File: config.mk
export PLATFORM = sky130hd
export DESIGN_NAME = change_dispenser_flat
export DESIGN_NICKNAME = d
export VERILOG_FILES = /design/src/rtl/autoseller_pkg.sv /design/src/rtl/change_dispenser_if.sv /design/src/rtl/change_dispenser_cyc_timer.sv /design/src/rtl/change_dispenser.sv /design/src/flat_wrapper.sv
export SDC_FILE = /design/constraint.sdc
export NUM_CORES = 1
export LEC_CHECK = 0
export ABC_CLOCK_PERIOD_IN_PS = 2720
export CORE_MARGIN = 2
export CORE_UTILIZATION = 55
export CTS_BUF_LIST = sky130_fd_sc_hd__clkbuf_16
export DETAILED_ROUTE_END_ITERATION = 8
export GPL_ROUTABILITY_DRIVEN = 0
export PLACE_DENSITY = 0.87
export SLEW_MARGIN = 20
export SYNTH_ARGS = -nofsm -noshare
export SYNTH_HDL_FRONTEND = slang
export SYNTH_SLANG_ARGS = --single-unit
File: constraint.sdc
create_clock -name clk -period 2.72 [get_ports clk]
set_input_delay 0.816 -clock clk [delete_from_list [all_inputs] [get_ports clk]]
set_output_delay 0.816 -clock clk [all_outputs]
set_load 0.03 [all_outputs]
File: src/rtl/autoseller_pkg.sv
// Shared vending-machine types: money width, coin units and the dispenser state encoding.
// Amounts are counted in 0.5-yuan units throughout.
package autoseller_pkg;

    localparam int MONEY_W = 3;

    localparam logic [MONEY_W-1:0] UNIT_1Y  = 3'd2;
    localparam logic [MONEY_W-1:0] UNIT_05Y = 3'd1;

    typedef enum logic [2:0] {
        IDLE,
        DRIVE,
        WAIT_SENSE,
        GAP,
        FAULT
    } disp_state_t;

    // Greedy coin choice: the 1-yuan hopper whenever at least one yuan is still owed.
    function automatic logic use_1y(input logic [MONEY_W-1:0] amt);
        return (amt >= UNIT_1Y);
    endfunction

endpackage

File: src/rtl/change_dispenser_if.sv
// Seller/display side <-> change dispenser signal bundle.
// master = seller side and sensor, slave = the dispenser itself.
interface change_dispenser_if;
    import autoseller_pkg::*;

    logic               charge_ind;
    logic [MONEY_W-1:0] charge_val;
    logic               coin_sense;
    logic               coin1_drv;
    logic               coin05_drv;
    logic               busy;
    logic [MONEY_W-1:0] remaining;
    logic               done;
    logic               fault;

    modport master (
        output charge_ind, charge_val, coin_sense,
        input  coin1_drv, coin05_drv, busy, remaining, done, fault
    );

    modport slave (
        input  charge_ind, charge_val, coin_sense,
        output coin1_drv, coin05_drv, busy, remaining, done, fault
    );

endinterface

File: src/rtl/change_dispenser_cyc_timer.sv
// Loadable down-counter that stops at zero; o_zero flags the terminal count.
// Load wins over decrement.
module cyc_timer #(
    parameter int W = 6
) (
    input  logic         clk,
    input  logic         rst,
    input  logic         i_load,
    input  logic [W-1:0] i_load_val,
    input  logic         i_en,
    output logic         o_zero
);

    logic [W-1:0] r_cnt;

    always_ff @(posedge clk) begin
        if (rst) begin
            r_cnt <= '0;
        end else if (i_load) begin
            r_cnt <= i_load_val;
        end else if (i_en && (r_cnt != '0)) begin
            r_cnt <= r_cnt - 1'b1;
        end
    end

    assign o_zero = (r_cnt == '0);

endmodule

File: src/rtl/change_dispenser.sv
// Change payout: drives the 1-yuan / 0.5-yuan hoppers one coin at a time, confirms each
// coin on the drop sensor, retries once per coin and reports done/fault.
module change_dispenser
    import autoseller_pkg::*;
#(
    parameter int PULSE_CYC   = 4,
    parameter int ACK_TIMEOUT = 16
) (
    input  logic               clk,
    input  logic               rst,
    change_dispenser_if.slave  bus
);

    localparam int TW = 6;
    localparam logic [TW-1:0] PULSE_LOAD = TW'(PULSE_CYC - 1);
    localparam logic [TW-1:0] ACK_LOAD   = TW'(ACK_TIMEOUT - 1);

    disp_state_t        r_state;
    logic               r_retry;
    logic               r_sensed;
    logic               r_sel_1y;
    logic               r_coin1_drv;
    logic               r_coin05_drv;
    logic               r_busy;
    logic               r_done;
    logic               r_fault;
    logic [MONEY_W-1:0] r_remaining;

    logic               w_pulse_zero;
    logic               w_ack_zero;
    logic               w_req_new;
    logic               w_gap_next;
    logic               w_retry;
    logic               w_pulse_load;
    logic               w_ack_load;
    logic               w_in_drive;
    logic               w_in_wait;
    logic               w_coin_now;
    logic               w_new_1y;
    logic               w_gap_1y;
    logic [MONEY_W-1:0] w_unit;
    logic [MONEY_W-1:0] w_rem_after;

    assign w_in_drive = (r_state == DRIVE);
    assign w_in_wait  = (r_state == WAIT_SENSE);

    // Every transition into DRIVE reloads the pulse-width timer on the same edge.
    assign w_req_new    = ((r_state == IDLE) || (r_state == FAULT))
                          && bus.charge_ind && (bus.charge_val != '0);
    assign w_gap_next   = (r_state == GAP) && (r_remaining != '0);
    assign w_retry      = w_in_wait && !bus.coin_sense && w_ack_zero && !r_retry;
    assign w_pulse_load = w_req_new || w_gap_next || w_retry;
    // Held loaded for the whole pulse so the timeout starts fresh on WAIT_SENSE entry.
    assign w_ack_load   = w_in_drive;

    assign w_coin_now  = r_sensed || bus.coin_sense;
    assign w_new_1y    = use_1y(bus.charge_val);
    assign w_gap_1y    = use_1y(r_remaining);
    assign w_unit      = r_sel_1y ? UNIT_1Y : UNIT_05Y;
    assign w_rem_after = r_remaining - w_unit;

    cyc_timer #(.W(TW)) u_pulse_tmr (
        .clk        (clk),
        .rst        (rst),
        .i_load     (w_pulse_load),
        .i_load_val (PULSE_LOAD),
        .i_en       (w_in_drive),
        .o_zero     (w_pulse_zero)
    );

    cyc_timer #(.W(TW)) u_ack_tmr (
        .clk        (clk),
        .rst        (rst),
        .i_load     (w_ack_load),
        .i_load_val (ACK_LOAD),
        .i_en       (w_in_wait),
        .o_zero     (w_ack_zero)
    );

    always_ff @(posedge clk) begin
        if (rst) begin
            r_state      <= IDLE;
            r_retry      <= 1'b0;
            r_sensed     <= 1'b0;
            r_sel_1y     <= 1'b0;
            r_coin1_drv  <= 1'b0;
            r_coin05_drv <= 1'b0;
            r_busy       <= 1'b0;
            r_done       <= 1'b0;
            r_fault      <= 1'b0;
            r_remaining  <= '0;
        end else begin
            r_done <= 1'b0;
            case (r_state)
                IDLE, FAULT: begin
                    if (bus.charge_ind) begin
                        if (bus.charge_val != '0) begin
                            r_remaining  <= bus.charge_val;
                            r_fault      <= 1'b0;
                            r_retry      <= 1'b0;
                            r_sensed     <= 1'b0;
                            r_sel_1y     <= w_new_1y;
                            r_coin1_drv  <= w_new_1y;
                            r_coin05_drv <= !w_new_1y;
                            r_busy       <= 1'b1;
                            r_state      <= DRIVE;
                        end else begin
                            r_done <= 1'b1;
                        end
                    end
                end

                DRIVE: begin
                    if (bus.coin_sense) begin
                        r_sensed <= 1'b1;
                    end
                    if (w_pulse_zero) begin
                        r_coin1_drv  <= 1'b0;
                        r_coin05_drv <= 1'b0;
                        r_sensed     <= 1'b0;
                        if (w_coin_now) begin
                            r_remaining <= w_rem_after;
                            r_retry     <= 1'b0;
                            r_done      <= (w_rem_after == '0);
                            r_state     <= GAP;
                        end else begin
                            r_state <= WAIT_SENSE;
                        end
                    end
                end

                WAIT_SENSE: begin
                    if (bus.coin_sense) begin
                        r_remaining <= w_rem_after;
                        r_retry     <= 1'b0;
                        r_done      <= (w_rem_after == '0);
                        r_state     <= GAP;
                    end else if (w_ack_zero) begin
                        if (!r_retry) begin
                            r_retry      <= 1'b1;
                            r_coin1_drv  <= r_sel_1y;
                            r_coin05_drv <= !r_sel_1y;
                            r_state      <= DRIVE;
                        end else begin
                            r_busy  <= 1'b0;
                            r_fault <= 1'b1;
                            r_state <= FAULT;
                        end
                    end
                end

                GAP: begin
                    if (r_remaining == '0) begin
                        r_busy  <= 1'b0;
                        r_state <= IDLE;
                    end else begin
                        r_sel_1y     <= w_gap_1y;
                        r_coin1_drv  <= w_gap_1y;
                        r_coin05_drv <= !w_gap_1y;
                        r_state      <= DRIVE;
                    end
                end

                default: begin
                    r_state <= IDLE;
                end
            endcase
        end
    end

    assign bus.coin1_drv  = r_coin1_drv;
    assign bus.coin05_drv = r_coin05_drv;
    assign bus.busy       = r_busy;
    assign bus.remaining  = r_remaining;
    assign bus.done       = r_done;
    assign bus.fault      = r_fault;

endmodule

File: src/flat_wrapper.sv
// flat-port wrapper written by rule: the top's interface ports become plain ports
module change_dispenser_flat import autoseller_pkg::*;
#(
    parameter int PULSE_CYC   = 4,
    parameter int ACK_TIMEOUT = 16
)
  (clk, rst, bus_charge_ind, bus_charge_val, bus_coin_sense, bus_coin1_drv, bus_coin05_drv, bus_busy, bus_remaining, bus_done, bus_fault);
  change_dispenser_if bus_i ();
  input  logic clk;
  input  logic rst;
  input wire logic [$bits(bus_i.charge_ind)-1:0] bus_charge_ind;
  input wire logic [$bits(bus_i.charge_val)-1:0] bus_charge_val;
  input wire logic [$bits(bus_i.coin_sense)-1:0] bus_coin_sense;
  output wire logic [$bits(bus_i.coin1_drv)-1:0] bus_coin1_drv;
  output wire logic [$bits(bus_i.coin05_drv)-1:0] bus_coin05_drv;
  output wire logic [$bits(bus_i.busy)-1:0] bus_busy;
  output wire logic [$bits(bus_i.remaining)-1:0] bus_remaining;
  output wire logic [$bits(bus_i.done)-1:0] bus_done;
  output wire logic [$bits(bus_i.fault)-1:0] bus_fault;
  assign bus_i.charge_ind = bus_charge_ind;
  assign bus_i.charge_val = bus_charge_val;
  assign bus_i.coin_sense = bus_coin_sense;
  assign bus_coin1_drv = bus_i.coin1_drv;
  assign bus_coin05_drv = bus_i.coin05_drv;
  assign bus_busy = bus_i.busy;
  assign bus_remaining = bus_i.remaining;
  assign bus_done = bus_i.done;
  assign bus_fault = bus_i.fault;
  change_dispenser #(.PULSE_CYC(PULSE_CYC), .ACK_TIMEOUT(ACK_TIMEOUT)) u_core (.clk(clk), .rst(rst), .bus(bus_i));
endmodule
==> flow_metrics.env, run 1 <==
export IMPL_cts_hold_buffers_added=0
export IMPL_synth_seq_area_share_pct=32.12
export IMPL_timing_critical_path_max_delay_family="simple AND/OR/NAND/NOR gates"
export IMPL_power_frac_clock_pct=13.8
export IMPL_tritoncts="yes"
export IMPL_worst_skew_pair_late_latency_ns=0.26
export IMPL_proportion_of_register_bits_with_asynchronous_set_or_reset_after_synthesis_pct=0
export IMPL_met2_length_mm=1.992
export IMPL_chipWidth_um=58.28
export IMPL_mappedNetlistNets=201
export IMPL_required_ns=2.92
export IMPL_p_int_mw=1.264
export IMPL_yosys_warnings=0
export IMPL_routed_wl_mm=3.925
export IMPL_nFillCells=227
export IMPL_commonest_register_cell_after_synthesis="sky130_fd_sc_hd__dfxtp_1"
export IMPL_net_sw_share_pct=45.52
export IMPL_yosysTopAreaCell="sky130_fd_sc_hd__dfxtp_1"
export IMPL_global_route_usage_total_pct=25.16
export IMPL_depth_of_the_cts_h_tree=1
export IMPL_share_of_power_burned_in_combinational_logic_pct=56.3
export IMPL_rr_endpoint="u_core.bus.remaining[1]"
export IMPL_ctsResizeCount=0
export IMPL_element_type_at_the_critical_path_end="flop"
export IMPL_totalPowerFinal_mw=2.319
export IMPL_max_slew_worst_pin_slew_ns=0.6090
export IMPL_critical_path_buf_inv_count=1
export IMPL_drc_errors=0
export IMPL_worstHoldEndpoint="u_core.bus.coin05_drv"
export IMPL_syn_mean_instance_area_um2=8.528
export IMPL_drt_antenna_violating_nets=0
export IMPL_finalCoreUtilization_pct=67.16
export IMPL_io_buffer_count=14
export IMPL_drt_iter0_drc=96
export IMPL_timing_setup_critical_path_class="input port to flop"
export IMPL_synth_edf_count=0
export IMPL_worstPathArrival_ns=2.50
export IMPL_floorplan_initialDensity_pct=58.25
export IMPL_hpwlAfterDp_mm=2.946
export IMPL_cts_post_setup_buffers_inserted=0
export IMPL_slew_viol_final=0
export IMPL_die_area_mm2=0.003396
export IMPL_layout_nets=216
export IMPL_route_vias_total=1547
export IMPL_worst_path_max_fanout=7
export IMPL_grt_remaining_overflow=0
export IMPL_reg2reg_setup_slack_ns=0.62
export IMPL_worst_setup_path_start_kind="input port"
export IMPL_worstHoldPathType="flop to flop"
export IMPL_slew_headroom_pct=59.35
export IMPL_synthesis_to_layout_area_growth_pct=15.29
export IMPL_max_cap_violations=0
export IMPL_antenna_found_initial=0
export IMPL_fin_tns_setup_ns=0
export IMPL_wl_per_cell_um=16.77
export IMPL_synth_lib_cells_used_distinct=58
export IMPL_min_period_over_period_pct=84.45
export IMPL_coreArea_mm2=0.002781
export IMPL_synth_cell_area_mm2=0.001620
export IMPL_avgViaCountPerCell=6.611
export IMPL_netlist_instances=190
export IMPL_timing_final_setup_violations=0
export IMPL_grt_max_degree=18
export IMPL_synth_top_area_share_pct=32.12
export IMPL_clock_tree_root_cell="sky130_fd_sc_hd__clkbuf_16"
export IMPL_drt_pass1_iter_count=5
export IMPL_synth_ff_latch_count=26
export IMPL_worst_path_max_delay_cell="sky130_fd_sc_hd__clkdlybuf4s50_1"
export IMPL_vdd_drop_max_mv=0.8679
export IMPL_highest_metal_layer_used_by_the_detailed_router="met4"
export IMPL_p_per_area_mw_per_mm2=1242
export IMPL_worst_hold_path_num_cells=2
export IMPL_reg2reg_from="u_core.r_state[0]"
export IMPL_outcome="complete, no violations"
export IMPL_die_h_um=58.28
export IMPL_cts_sinks=26
export IMPL_first_global_vias=1473
export IMPL_final_setup_skew_ns=0.001241
export IMPL_clkSlewWorstSetupHoldPaths_ns=0.06
export IMPL_global_route_wire_length_before_repair_mm=6.644
export IMPL_ctsLongestPathBuffers=2
export IMPL_top_level_ports=15
export IMPL_synth_top_cells_by_count="sky130_fd_sc_hd__dfxtp_1, sky130_fd_sc_hd__nor2_1, sky130_fd_sc_hd__nor3_1"
export IMPL_worst_hold_startpoint="u_core.bus.coin05_drv"
export IMPL_p_leak_nw=0.6775
export IMPL_rsz0062_at_grt="false"
export IMPL_worst_r2r_cell_count=5
export IMPL_max_stage_delay_ns=0.48
export IMPL_wl_met1_mm=1.576
export IMPL_cp_cell_sequence="clkdlybuf4s50_1 -> or3_1 -> and3_1 -> or3_4 -> nor2_1"
export IMPL_p_switching_mw=1.056
export IMPL_antennaDiodeCount=0
export IMPL_fmax_ghz=0.4354
export IMPL_met3RoutedLength_um=287
export IMPL_synth_area_leaders="sky130_fd_sc_hd__dfxtp_1, sky130_fd_sc_hd__nor2_1, sky130_fd_sc_hd__nor3_1, sky130_fd_sc_hd__a21oi_1, sky130_fd_sc_hd__o21ai_0"
export IMPL_final_layout_size_suffix_gt1_share_pct=12.32
export IMPL_layout_min_cycle_time_ns=2.297
export IMPL_cts_inserted_buffers=3
export IMPL_sequentialPowerShare_pct=29.8
export IMPL_yosys_cell_count_top_type="sky130_fd_sc_hd__dfxtp_1"
export IMPL_fp_row_count=19
export IMPL_hold_viol_final=0
-- power by group through the flow --
stage | Combinational, mW | Sequential (mW) | Clock (mW)
floorplan | 0.987 | 0.683 | 0
global placement | 1.23 | 0.677 | 0
detailed placement | 1.28 | 0.691 | 0
CTS | 1.29 | 0.686 | 0.323
global route | 1.44 | 0.708 | 0.340
finish | 1.31 | 0.692 | 0.321
-- registers in the layout, summed over array words and instances, names as in the netlist --
register / count
u_core.r_state: 3
u_core.bus.remaining: 3
u_core.bus.busy: 1
u_core.r_retry: 1
u_core.bus.coin05_drv: 1
u_core.r_sensed: 1
u_core.bus.done: 1
u_core.u_pulse_tmr.r_cnt: 6
u_core.bus.fault: 1
u_core.bus.coin1_drv: 1
u_core.u_ack_tmr.r_cnt: 6
u_core.r_sel_1y: 1
-- worst register-to-register path, cell delays in order, from the launching register on --
cell and delay [ns]:
sky130_fd_sc_hd__dfxtp_1 0.67, sky130_fd_sc_hd__or3b_1 0.56, sky130_fd_sc_hd__a21o_1 0.28, sky130_fd_sc_hd__o211ai_2 0.18, sky130_fd_sc_hd__a211oi_1 0.09, sky130_fd_sc_hd__a211oi_1 0.24
-- cells in the final DEF, fill, tap and decap left out, drive strengths merged, types with 3 or more instances in the layout --
cell and count:
dfxtp 26, nor2 22, a21oi 16, nor3 15
clkdlybuf4s50 14, inv 12, o21ai 12, nand2 7
xnor2 6, a211oi 5, buf 4, or3b 4
nor4 4, a31oi 3, nand2b 3, nor2b 3
a22oi 3, nand3 3, ha 3, clkbuf 3
or3 3
-- routing by layer --
layer,GRT usage [%],vias up
met3,3.571,9
met4,11.96,0
met2,40.61,65
li1,-,721
met5,0,-
met1,32.96,752
-- worst max-delay path by stage --
stage | startpoint | to | slack (ns) | depth (start not counted)
after floorplan | bus_charge_val[1] | u_core.u_pulse_tmr.r_cnt[2] | 0.69 | 5
after global placement | bus_charge_val[1] | u_core.u_pulse_tmr.r_cnt[5] | 0.22 | 5
after detailed placement | bus_charge_val[1] | u_core.u_pulse_tmr.r_cnt[2] | 0.17 | 5
after CTS | bus_charge_val[1] | u_core.u_pulse_tmr.r_cnt[4] | 0.43 | 5
after global routing | bus_charge_val[1] | u_core.u_pulse_tmr.r_cnt[3] | 0.33 | 5
final | bus_charge_val[1] | u_core.u_pulse_tmr.r_cnt[4] | 0.42 | 5
-- final cells by class --
| class | count | area (um2) | share of cell area (%) |
|---|---|---|---|
| clock buffers | 3 | 75.07 | 4.019 |
| inverters | 12 | 45.04 | 2.411 |
| multi-input cells | 144 | 1018 | 54.52 |
| flip-flops and latches | 26 | 520.5 | 27.86 |
| well taps | 31 | 38.79 | 2.076 |
| repair buffers | 18 | 170.2 | 9.109 |
-- cell families (layout without fill, tap and decap cells) --
logic type / count (synthesis) / count (layout) / share of synthesized area [%]
buf+inv: 20 / 33 / 5.019
compound gates: 58 / 58 / 26.64
flops: 26 / 26 / 32.12
fa+ha+maj: 4 / 4 / 3.552
mux: 1 / 1 / 0.6178
xor+xnor: 8 / 8 / 4.324
simple gates: 73 / 73 / 27.72
-- per-stage QoR --
step           hold slack (ns)  instance area, um2  cells  setup slack [ns]
3_5_place_dp            0.5033                1793    231            0.1679
4_1_cts                 0.5118                1868    234            0.4309
3_3_place_gp            0.4779                1793    231            0.2204
6_report                0.5077                1868    234            0.4231
2_1_floorplan           0.4609                1620    190            0.6862
5_1_grt                 0.5213                1868    234            0.3298
Power figures use the tool's default switching activity.
==> inputs of run 2 (changes only) <==
- ABC_CLOCK_PERIOD_IN_PS: 2720 -> 1860
- CORE_UTILIZATION: 55 -> 51
- PLACE_DENSITY: 0.87 -> 0.85
- clock period: 2.72 -> 1.86 ns (I/O delays scaled with it)
==> run 2 against run 1 <==
Against the previous run:
- the flow now finishes with violations (negative setup slack)
- count of clock-buffer cells in the layout unchanged
- first-iteration DRC count up 10%
- non-clock buffer count up 35
- core utilization up 6.8 points
- sequential cell count unchanged
- combinational power up 93%
- sequential power up 37%
- largest cell class unchanged
- highest routed layer unchanged
==> flow_metrics.env, run 2 (synthesized netlist as in run 1, its figures left out) <==
export IMPL_outcome="complete, but fails checks"
export IMPL_violations="negative setup slack"
export IMPL_layout_min_cycle_time_ns=1.919
export IMPL_final_layout_size_suffix_gt1_share_pct=31.80
export IMPL_slew_headroom_pct=74.23
export IMPL_placement_setup_worst_slack_ns=-0.3656
export IMPL_timing_setup_critical_path_class="flop to flop"
export IMPL_worst_setup_path_start_kind="flop"
export IMPL_worstHoldPathType="flop to flop"
export IMPL_fmax_ghz=0.5211
export IMPL_layout_cells_most_common_list="sky130_fd_sc_hd__buf_4, sky130_fd_sc_hd__dfxtp_1, sky130_fd_sc_hd__nor2_1"
export IMPL_first_global_vias=1561
export IMPL_final_setup_skew_ns=0.003946
export IMPL_synthesis_to_layout_area_growth_pct=38.15
export IMPL_route_vias_total=1655
export IMPL_hpwlAfterDp_mm=3.076
export IMPL_layout_cells_most_common="sky130_fd_sc_hd__buf_4"
export IMPL_worstPathArrival_ns=2.07
export IMPL_clkSlewWorstSetupHoldPaths_ns=0.06
export IMPL_wl_per_cell_um=15.07
export IMPL_nFillCells=224
export IMPL_global_route_usage_total_pct=25.21
export IMPL_drt_iter0_drc=106
export IMPL_place_detailed_instances=273
export IMPL_timing_final_setup_violations=10
export IMPL_grt_remaining_overflow=0
export IMPL_finish_instance_area_mm2=0.002238
export IMPL_cts_inserted_buffers=3
export IMPL_multi_input_area_mm2=0.001092
export IMPL_antenna_found_initial=0
export IMPL_ctsLongestPathBuffers=2
export IMPL_depth_of_the_cts_h_tree=1
export IMPL_setup_slack_ns=-0.05889
export IMPL_worst_path_max_fanout=4
export IMPL_die_h_um=60.37
export IMPL_worst_skew_pair_late_latency_ns=0.26
export IMPL_seq_area_um2=525.5
export IMPL_fin_tns_setup_ns=-0.3656
export IMPL_die_area_mm2=0.003644
export IMPL_max_slew_worst_pin_slew_ns=0.3860
export IMPL_cts_hold_buffers_added=0
export IMPL_slew_viol_final=0
export IMPL_global_route_wire_length_before_repair_mm=6.989
export IMPL_placement_cell_area_mm2=0.002028
export IMPL_layout_nets=251
export IMPL_drc_errors=0
export IMPL_drt_antenna_violating_nets=0
export IMPL_floorplan_initialDensity_pct=53.51
export IMPL_antennaDiodeCount=0
export IMPL_rsz0062_at_grt="true"
export IMPL_hold_viol_final=0
export IMPL_chipWidth_um=60.37
export IMPL_routed_wl_mm=4.266
export IMPL_coreArea_mm2=0.003028
export IMPL_top_level_ports=15
export IMPL_required_ns=2.01
export IMPL_cts_sinks=26
export IMPL_min_period_over_period_pct=103.2
export IMPL_drt_pass1_iter_count=4
export IMPL_p_leak_nw=0.9215
export IMPL_avgViaCountPerCell=5.848
export IMPL_fp_row_count=20
export IMPL_p_per_area_mw_per_mm2=1766
export IMPL_io_buffer_count=14
export IMPL_element_type_at_the_critical_path_end="flop"
export IMPL_reg_largest_list="u_core.u_ack_tmr.r_cnt x6, u_core.u_pulse_tmr.r_cnt x6"
export IMPL_vdd_drop_max_mv=0.8138
export IMPL_clock_tree_root_cell="sky130_fd_sc_hd__clkbuf_16"
export IMPL_grt_max_degree=16
export IMPL_max_cap_violations=0
export IMPL_tritoncts="yes"
export IMPL_final_cell_count_no_fill=283
==> run 2: changes by cell type in the layout (fill, tap and decap cells not counted), moves of 2 or more <==
cell / before / now
sky130_fd_sc_hd__nor3_2: 0 / 4
sky130_fd_sc_hd__o21ai_0: 11 / 7
sky130_fd_sc_hd__o21ai_1: 1 / 5
sky130_fd_sc_hd__buf_4: 4 / 38
sky130_fd_sc_hd__inv_1: 12 / 10
sky130_fd_sc_hd__dlymetal6s2s_1: 0 / 4
sky130_fd_sc_hd__nor3_1: 15 / 11
sky130_fd_sc_hd__dfxtp_2: 0 / 4
sky130_fd_sc_hd__dlygate4sd2_1: 0 / 4
sky130_fd_sc_hd__clkdlybuf4s50_1: 14 / 6
sky130_fd_sc_hd__inv_2: 0 / 2
sky130_fd_sc_hd__dfxtp_1: 26 / 22
==> run 2: final cells by class <==
type | count | share of cell area (%)
clock buffer | 3 | 3.354
tap | 44 | 2.459
multi-input combinational | 144 | 48.80
clock inverter | 1 | 0.1677
inverter | 12 | 2.012
timing repair buffer | 53 | 19.73
sequential | 26 | 23.48
==> run 2: where the power goes <==
group	switching, mW	internal [mW]	total (mW)
Sequential	0.207	0.742	0.948
Clock	0.190	0.288	0.478
Combinational	1.31	1.22	2.53
==> run 2: path summary, 6_finish.rpt <==
path	cells after the start	slack (ns)	end	from
worst max register to register	7	-0.06	u_core.u_pulse_tmr.r_cnt[2]	u_core.u_ack_tmr.r_cnt[0]
worst min-delay path	2	0.50	u_core.bus.coin05_drv	u_core.bus.coin05_drv
worst min register to register	2	0.50	u_core.bus.coin05_drv	u_core.bus.coin05_drv
worst max-delay path	7	-0.06	u_core.u_pulse_tmr.r_cnt[2]	u_core.u_ack_tmr.r_cnt[0]
==> run 2: repair_timing <==
action,in CTS,in global routing
resized for setup,14,17
setup buffers,4,2
setup endpoints to repair,20,26
pin swaps,6,6
hold endpoints to repair,0,0
==> run 2: routing by layer <==
layer / up-vias / wire (um) / part of all wire [%] / track usage (%)
li1: 796 / - / - / -
met2: 65 / 2055 / 48 / 43.01
met1: 784 / 1910 / 45 / 32.67
met3: 10 / 229 / 5.4 / 3.625
met4: 0 / 71 / 1.7 / 8.571
met5: - / 0 / 0 / 0
==> run 2: critical path: stages (launching register included) <==
cell                      delay, ns
sky130_fd_sc_hd__dfxtp_2       0.32
sky130_fd_sc_hd__inv_2         0.07
sky130_fd_sc_hd__ha_4          0.14
sky130_fd_sc_hd__or3b_4        0.38
sky130_fd_sc_hd__or4_4         0.48
sky130_fd_sc_hd__o31ai_4       0.21
sky130_fd_sc_hd__or3_4         0.17
sky130_fd_sc_hd__nor2_1        0.04
==> run 2: through the flow <==
step | hold slack (ns) | util, % | power, mW
6_report | 0.5026 | 73.93 | 3.953
3_3_place_gp | 0.4879 | 66.98 | 3.159
2_1_floorplan | 0.4609 | - | 2.447
3_5_place_dp | 0.4862 | 66.98 | 3.226
4_1_cts | 0.5013 | 71.69 | 3.831
5_1_grt | 0.5290 | 73.93 | 4.227
